<file path="src/rtl/proc_pkg.sv">
// Shared processor-side types and constants.
// Holds the load/store unit state encoding and the RV32I load/store size codes.
package proc_pkg;

    typedef enum logic [1:0] {
        IDLE = 2'd0,
        REQ  = 2'd1,
        WAIT = 2'd2,
        RESP = 2'd3
    } lsu_state_t;

    localparam logic [2:0] LSU_F3_B  = 3'b000;
    localparam logic [2:0] LSU_F3_H  = 3'b001;
    localparam logic [2:0] LSU_F3_W  = 3'b010;
    localparam logic [2:0] LSU_F3_BU = 3'b100;
    localparam logic [2:0] LSU_F3_HU = 3'b101;

endpackage

</file>
<file path="src/rtl/lsu_align.sv">
// Byte-lane helper for the load/store unit: legality check, byte enables and
// write replication on the request side, lane extraction and extension on the load side.
module lsu_align
    import proc_pkg::*;
(
    input  logic        we,
    input  logic [2:0]  funct3,
    input  logic [1:0]  addr_lo,
    input  logic [31:0] wdata,
    output logic [3:0]  be,
    output logic [31:0] wdata_rep,
    output logic        illegal,
    input  logic [2:0]  ld_funct3,
    input  logic [1:0]  ld_addr_lo,
    input  logic [31:0] rdata,
    output logic [31:0] rdata_ext
);

    logic [31:0] byte_shift;
    logic [7:0]  byte_lane;
    logic [15:0] half_lane;

    always_comb begin
        be        = 4'b0000;
        wdata_rep = wdata;
        illegal   = 1'b0;
        case (funct3)
            LSU_F3_B, LSU_F3_BU: begin
                be        = 4'b0001 << addr_lo;
                wdata_rep = {4{wdata[7:0]}};
            end
            LSU_F3_H, LSU_F3_HU: begin
                be        = addr_lo[1] ? 4'b1100 : 4'b0011;
                wdata_rep = {2{wdata[15:0]}};
                illegal   = addr_lo[0];
            end
            LSU_F3_W: begin
                be      = 4'b1111;
                illegal = (addr_lo != 2'b00);
            end
            default: illegal = 1'b1;
        endcase
        // Unsigned size codes only exist for loads.
        if (we && funct3[2]) begin
            illegal = 1'b1;
        end
    end

    assign byte_shift = rdata >> {ld_addr_lo, 3'b000};
    assign byte_lane  = byte_shift[7:0];
    assign half_lane  = ld_addr_lo[1] ? rdata[31:16] : rdata[15:0];

    always_comb begin
        rdata_ext = rdata;
        case (ld_funct3)
            LSU_F3_B:  rdata_ext = {{24{byte_lane[7]}}, byte_lane};
            LSU_F3_BU: rdata_ext = {24'h000000, byte_lane};
            LSU_F3_H:  rdata_ext = {{16{half_lane[15]}}, half_lane};
            LSU_F3_HU: rdata_ext = {16'h0000, half_lane};
            default:   rdata_ext = rdata;
        endcase
    end

endmodule

</file>
<file path="src/rtl/lsu.sv">
// Load/store unit: stalls the memory stage while one access runs over the
// request/grant + read-valid data memory port, then reports load data or an error.
module lsu
    import proc_pkg::*;
#(
    parameter int unsigned TIMEOUT = 64
) (
    input  logic        clk_i,
    input  logic        rst_n_i,
    input  logic        m_req_i,
    input  logic        m_we_i,
    input  logic [2:0]  m_funct3_i,
    input  logic [31:0] m_addr_i,
    input  logic [31:0] m_wdata_i,
    output logic        m_stall_o,
    output logic [31:0] m_rdata_o,
    output logic        m_rvalid_o,
    output logic        m_err_o,
    output logic        dm_req_o,
    input  logic        dm_gnt_i,
    output logic        dm_we_o,
    output logic [3:0]  dm_be_o,
    output logic [31:0] dm_addr_o,
    output logic [31:0] dm_din_o,
    input  logic        dm_rvalid_i,
    input  logic [31:0] dm_dout_i
);

    lsu_state_t  state_q;
    logic [7:0]  cnt_q;
    logic [7:0]  cnt_inc;
    logic        timeout_hit;
    logic [2:0]  f3_q;
    logic [1:0]  lo_q;
    logic [3:0]  be;
    logic [31:0] wdata_rep;
    logic        illegal;
    logic [31:0] rdata_ext;

    lsu_align u_align (
        .we         (m_we_i),
        .funct3     (m_funct3_i),
        .addr_lo    (m_addr_i[1:0]),
        .wdata      (m_wdata_i),
        .be         (be),
        .wdata_rep  (wdata_rep),
        .illegal    (illegal),
        .ld_funct3  (f3_q),
        .ld_addr_lo (lo_q),
        .rdata      (dm_dout_i),
        .rdata_ext  (rdata_ext)
    );

    assign m_stall_o   = m_req_i & (state_q != RESP);
    assign cnt_inc     = cnt_q + 8'd1;
    // Abort on the edge where the counter would reach TIMEOUT-1.
    assign timeout_hit = (cnt_inc == 8'(TIMEOUT - 1));

    always_ff @(posedge clk_i or negedge rst_n_i) begin
        if (!rst_n_i) begin
            state_q    <= IDLE;
            cnt_q      <= 8'd0;
            f3_q       <= 3'd0;
            lo_q       <= 2'd0;
            dm_req_o   <= 1'b0;
            dm_we_o    <= 1'b0;
            dm_be_o    <= 4'd0;
            dm_addr_o  <= 32'd0;
            dm_din_o   <= 32'd0;
            m_rdata_o  <= 32'd0;
            m_rvalid_o <= 1'b0;
            m_err_o    <= 1'b0;
        end else begin
            m_rvalid_o <= 1'b0;
            m_err_o    <= 1'b0;
            case (state_q)
                IDLE: begin
                    cnt_q <= 8'd0;
                    if (m_req_i) begin
                        if (illegal) begin
                            m_err_o <= 1'b1;
                            state_q <= RESP;
                        end else begin
                            dm_req_o  <= 1'b1;
                            dm_we_o   <= m_we_i;
                            dm_addr_o <= {m_addr_i[31:2], 2'b00};
                            dm_be_o   <= be;
                            dm_din_o  <= wdata_rep;
                            f3_q      <= m_funct3_i;
                            lo_q      <= m_addr_i[1:0];
                            state_q   <= REQ;
                        end
                    end
                end
                REQ: begin
                    cnt_q <= cnt_inc;
                    if (dm_gnt_i) begin
                        dm_req_o <= 1'b0;
                        state_q  <= dm_we_o ? RESP : WAIT;
                    end else if (timeout_hit) begin
                        dm_req_o <= 1'b0;
                        m_err_o  <= 1'b1;
                        state_q  <= RESP;
                    end
                end
                WAIT: begin
                    cnt_q <= cnt_inc;
                    if (dm_rvalid_i) begin
                        m_rdata_o  <= rdata_ext;
                        m_rvalid_o <= 1'b1;
                        state_q    <= RESP;
                    end else if (timeout_hit) begin
                        m_err_o <= 1'b1;
                        state_q <= RESP;
                    end
                end
                RESP: state_q <= IDLE;
                default: state_q <= IDLE;
            endcase
        end
    end

endmodule

</file>
<file path="config.mk">
export PLATFORM = sky130hd
export DESIGN_NAME = lsu
export DESIGN_NICKNAME = d
export VERILOG_FILES = /design/src/rtl/proc_pkg.sv /design/src/rtl/lsu_align.sv /design/src/rtl/lsu.sv
export SDC_FILE = /design/constraint.sdc
export NUM_CORES = 1
export LEC_CHECK = 0
export ABC_AREA = 1
export CAP_MARGIN = 30
export CORE_ASPECT_RATIO = 1.25
export CORE_MARGIN = 2
export CORE_UTILIZATION = 45
export CTS_CLUSTER_DIAMETER = 30
export DETAILED_ROUTE_END_ITERATION = 12
export PLACE_DENSITY = 0.84
export SYNTH_ARGS = -nofsm -noshare
export SYNTH_HDL_FRONTEND = slang
export SYNTH_SLANG_ARGS = --single-unit
</file>
<file path="constraint.sdc">
create_clock -name clk_i -period 2.1 [get_ports clk_i]
set_input_delay 0.21 -clock clk_i [delete_from_list [all_inputs] [get_ports clk_i]]
set_output_delay 0.21 -clock clk_i [all_outputs]
set_load 0.005 [all_outputs]
</file>
==> impl_results.html <==
<table>
<tr><th>Metric</th><th>Value</th></tr>
<tr><th colspan="2">Power and ir drop</th></tr>
<tr><td>Static leakage</td><td>4.03 nW</td></tr>
<tr><td>Cell Pwr Density</td><td>1380 nW/um2</td></tr>
<tr><td>Post-layout power</td><td>about 0.012 W</td></tr>
<tr><td>VDD IR-drop max</td><td>between 0.7 and 0.8 mV</td></tr>
<tr><th colspan="2">Setup path</th></tr>
<tr><td>Number of cell instances on the worst register-to-register path</td><td>8</td></tr>
<tr><td>Source of the worst register-to-register timing path</td><td>state_q[0]$_DFFE_PN0N_</td></tr>
<tr><td>Data required time of the worst path</td><td>1890 ps</td></tr>
<tr><td>Register-to-register setup slack</td><td>around 260 ps</td></tr>
<tr><td>Startpoint class of the critical path</td><td>flop</td></tr>
<tr><td>Worst-path fanout max</td><td>5</td></tr>
<tr><td>Critical Path AT</td><td>1690 ps</td></tr>
<tr><td>Worst setup EP type</td><td>output port</td></tr>
<tr><td>Kind of critical path</td><td>reg2out</td></tr>
<tr><td>Origin of the worst setup path</td><td>state_q[1]$_DFFE_PN0N_</td></tr>
<tr><td>Endpoint of the worst register-to-register path</td><td>dm_din_o[9]$_DFFE_PN0P_</td></tr>
<tr><th colspan="2">Die</th></tr>
<tr><td>Std cell rows</td><td>45</td></tr>
<tr><td>Overall die area</td><td>13,500 um2</td></tr>
<tr><td>Initial core utilization</td><td>46.2%</td></tr>
<tr><td>Horizontal extent of the die</td><td>104 um</td></tr>
<tr><td>Core region area</td><td>12,200 um2</td></tr>
<tr><td>Ports</td><td>210</td></tr>
<tr><td>Die Height</td><td>129 um</td></tr>
<tr><th colspan="2">Clock network</th></tr>
<tr><td>Clock tree buffer depth</td><td>2</td></tr>
<tr><td>Post-CTS Setup Inserts</td><td>0</td></tr>
<tr><td>Clk root buf</td><td>sky130_fd_sc_hd__clkbuf_16</td></tr>
<tr><td>Clock insertion delay at the later pin of the skew report</td><td>410 ps</td></tr>
<tr><td>Clock transition at the registers of the reported paths</td><td>50 ps</td></tr>
<tr><td>CTS Buf Count</td><td>17</td></tr>
<tr><td>Number of sinks driven by the clock tree</td><td>117</td></tr>
<tr><td>H-Tree Level Count</td><td>4</td></tr>
<tr><td>CTS tree</td><td>built</td></tr>
<tr><th colspan="2">Synth</th></tr>
<tr><td>Cell area after synthesis</td><td>5640 um2</td></tr>
<tr><td>Most used standard cells in the synthesized netlist</td><td>sky130_fd_sc_hd__nand2_1 (253), sky130_fd_sc_hd__dfrtp_1 (117), sky130_fd_sc_hd__inv_1 (73)</td></tr>
<tr><td>Most instantiated library cell after synthesis</td><td>sky130_fd_sc_hd__nand2_1</td></tr>
<tr><td>Synthesized area per cell</td><td>7.93 um2</td></tr>
<tr><td>Yosys warnings</td><td>0</td></tr>
<tr><td>Cell types occupying the most area after synthesis</td><td>sky130_fd_sc_hd__dfrtp_1 (52%), sky130_fd_sc_hd__nand2_1 (17%), sky130_fd_sc_hd__inv_1 (4.9%), sky130_fd_sc_hd__o21ai_0 (4.5%), sky130_fd_sc_hd__o21ai_1 (3.0%)</td></tr>
<tr><td>Proportion of netlist area held by the largest area contributor</td><td>51.9%</td></tr>
<tr><td>Cell variety after synth</td><td>32</td></tr>
<tr><td>Count of flip-flops with a built-in enable after synthesis</td><td>0</td></tr>
<tr><td>Number of instances in the synthesized netlist</td><td>712</td></tr>
<tr><td>Share of synthesized area occupied by flip-flops and latches</td><td>51.9%</td></tr>
<tr><td>Dominant register cell in the synthesized netlist</td><td>sky130_fd_sc_hd__dfrtp_1</td></tr>
<tr><td>Number of storage elements in the synthesis netlist</td><td>around 120</td></tr>
<tr><td>Share of flip-flops with an asynchronous set or reset</td><td>100%</td></tr>
<tr><td>Top cell type by total area after synthesis</td><td>sky130_fd_sc_hd__dfrtp_1</td></tr>
<tr><th colspan="2">Global route</th></tr>
<tr><td>GRT Overall Usage</td><td>24.9%</td></tr>
<tr><td>Total grt overflow</td><td>0</td></tr>
<tr><td>Antenna violations before repair</td><td>0</td></tr>
<tr><td>Wire length of the first global-routing pass</td><td>26,400 um</td></tr>
<tr><td>Largest net degree at the start of global routing</td><td>72</td></tr>
<tr><td>Vias in the first global route</td><td>5,415</td></tr>
<tr><th colspan="2">Drt</th></tr>
<tr><td>Antenna-violating nets left</td><td>0</td></tr>
<tr><td>WL per Instance</td><td>about 15 um</td></tr>
<tr><td>Final wirelength</td><td>16,500 um</td></tr>
<tr><td>Mean number of vias per cell</td><td>5.05</td></tr>
<tr><td>Iteration-0 DRC Markers</td><td>325</td></tr>
<tr><td>Total via count after detailed routing</td><td>between 5,000 and 6,000</td></tr>
<tr><td>DRC</td><td>0</td></tr>
<tr><td>Number of search-and-repair iterations in the first detailed-routing pass</td><td>5</td></tr>
<tr><th colspan="2">Placed design</th></tr>
<tr><td>Post-DP HPWL</td><td>between 10,000 and 15,000 um</td></tr>
<tr><td>Total placed cells including tap cells</td><td>around 1,100</td></tr>
<tr><td>Global placer's final weighted congestion</td><td>0.919</td></tr>
<tr><td>Port bufs</td><td>207</td></tr>
<tr><th colspan="2">Min path</th></tr>
<tr><td>Class of the most critical hold timing path</td><td>in2async</td></tr>
<tr><th colspan="2">Timing</th></tr>
<tr><td>Highest Clock Rate</td><td>0.526 GHz</td></tr>
<tr><td>Unrepaired setup endpoints after global routing</td><td>false</td></tr>
<tr><td>Period utilisation layout</td><td>90.5%</td></tr>
<tr><td>Least-Margin Pin Slew</td><td>769 ps</td></tr>
<tr><td>Normalized max-slew margin</td><td>48.5%</td></tr>
<tr><td>Shortest period the worst path allows</td><td>around 1900 ps</td></tr>
<tr><td>Setup_tns</td><td>0 ps</td></tr>
<tr><td>Final Max Slew Viols</td><td>0</td></tr>
<tr><td>Final hold slack</td><td>between 300 and 400 ps</td></tr>
<tr><td>Final count of negative-setup-slack endpoints</td><td>0</td></tr>
<tr><td>Count of final hold-check violations</td><td>0</td></tr>
<tr><td>Setup skew after layout</td><td>7.50 ps</td></tr>
<tr><th colspan="2">Finish</th></tr>
<tr><td>Number of antenna diodes</td><td>0</td></tr>
<tr><td>Share of post-route cells with drive strength above 1</td><td>5.79%</td></tr>
<tr><td>Non-filler cells in the finished layout</td><td>between 1,000 and 1,500</td></tr>
<tr><td>Fill count</td><td>975</td></tr>
<tr><td>Final layout net count</td><td>1,033</td></tr>
<tr><td>Layout area overhead</td><td>49.7%</td></tr>
<tr><th colspan="2">Status</th></tr>
<tr><td>Status</td><td>finished clean</td></tr>
<tr><th colspan="2">Job</th></tr>
<tr><td>Number of max-cap violations</td><td>0</td></tr>
</table>
[per-stage QoR]
step	worst slack, ps	cell area (um2)	util (%)
floorplan	367	5650	-
global placement	141	7900	64.7
detailed placement	71.1	7900	64.7
CTS	166	8450	69.1
global route	103	8450	69.1
finish	200	8450	69.1
[power by group]
group / internal, W / switching (W) / total (W)
clock network: 0.00164 / 0.00100 / 0.00264
logic: 0.00272 / 0.00226 / 0.00498
registers: 0.00332 / 0.000704 / 0.00403
total: 0.00768 / 0.00396 / 0.0116
[per-layer routing]
layer | up-vias | global-route usage, % | wire length, um
met5 | - | 0 | 0
met4 | 0 | 14.1 | 662
met3 | 51 | 6.34 | 1000
met2 | 227 | 43.4 | 8310
met1 | 2552 | 28.0 | 6570
li1 | 2705 | - | -
[critical path, stage by stage, from the launching register on]
cell	delay [ps]
sky130_fd_sc_hd__dfrtp_1	440
sky130_fd_sc_hd__ha_1	210
sky130_fd_sc_hd__nor2_1	120
sky130_fd_sc_hd__clkdlybuf4s50_1	520
[cell families after synthesis]
| kind of cell | Yosys count | share of synthesized area, % |
|---|---|---|
| adder cells (fa/ha/maj) | 8 | 1.77 |
| flip-flops | 117 | 51.9 |
| AO/OA/AOI/OAI | 157 | 15.1 |
| AND/OR/NAND/NOR | 318 | 22.3 |
| buffers and inverters | 111 | 8.85 |
| other | 1 | 0.0665 |
[worst max-delay path by stage]
stage and endpoint:
2_1_floorplan m_rdata_o[8]$_DFFE_PN0P_, 3_3_place_gp dm_din_o[19]$_DFFE_PN0P_, 3_5_place_dp dm_din_o[9]$_DFFE_PN0P_, 4_1_cts m_stall_o, 5_1_grt m_rdata_o[25]$_DFFE_PN0P_, 6_report m_stall_o
[flip-flops by register name, indices dropped and copies added, names as in the netlist]
| register | flops |
|---|---|
| m_err_o | 1 |
| dm_din_o | 32 |
| dm_we_o | 1 |
| cnt_q | 8 |
| dm_addr_o | 30 |
| dm_req_o | 1 |
| m_rvalid_o | 1 |
| dm_be_o | 4 |
| lo_q | 2 |
| m_rdata_o | 32 |
| f3_q | 3 |
| state_q | 2 |
[placed cells by master (no fill, tap or decap), types with 2 or more instances in the layout]
cell / Yosys / layout
sky130_fd_sc_hd__a21oi_1: 33 / 33
sky130_fd_sc_hd__a31oi_1: 8 / 8
sky130_fd_sc_hd__buf_12: 0 / 6
sky130_fd_sc_hd__buf_4: 9 / 11
sky130_fd_sc_hd__clkbuf_1: 15 / 3
sky130_fd_sc_hd__clkbuf_16: 0 / 17
sky130_fd_sc_hd__clkdlybuf4s50_1: 0 / 206
sky130_fd_sc_hd__clkinv_2: 1 / 7
sky130_fd_sc_hd__clkinvlp_4: 0 / 2
sky130_fd_sc_hd__conb_1: 1 / 2
sky130_fd_sc_hd__dfrtp_1: 117 / 117
sky130_fd_sc_hd__ha_1: 8 / 8
sky130_fd_sc_hd__inv_1: 73 / 73
sky130_fd_sc_hd__nand2_1: 253 / 253
sky130_fd_sc_hd__nand2_2: 2 / 2
sky130_fd_sc_hd__nand3_1: 26 / 26
sky130_fd_sc_hd__nand4_1: 2 / 2
sky130_fd_sc_hd__nor2_1: 28 / 28
sky130_fd_sc_hd__nor3_1: 2 / 2
sky130_fd_sc_hd__o211ai_1: 6 / 6
sky130_fd_sc_hd__o21ai_0: 51 / 51
sky130_fd_sc_hd__o21ai_1: 34 / 34
sky130_fd_sc_hd__o22ai_1: 20 / 20
sky130_fd_sc_hd__or2_2: 2 / 2
[final cells by class]
class	count	area, um2	area share [%]
Clock buffer	21	450	5.33
Clock inverter	10	83.8	0.992
Inverter	75	285	3.38
Multi-Input combinational cell	485	2220	26.3
Sequential cell	117	2930	34.7
Timing Repair Buffer	224	2270	26.9
Tap cell	164	205	2.43
[repair_timing]
action / in CTS / in global routing
hold endpoints to repair: 117 / 0
resized for setup: 0 / 0
hold buffers: 1 / 0
(Power assumes the default switching activity.)
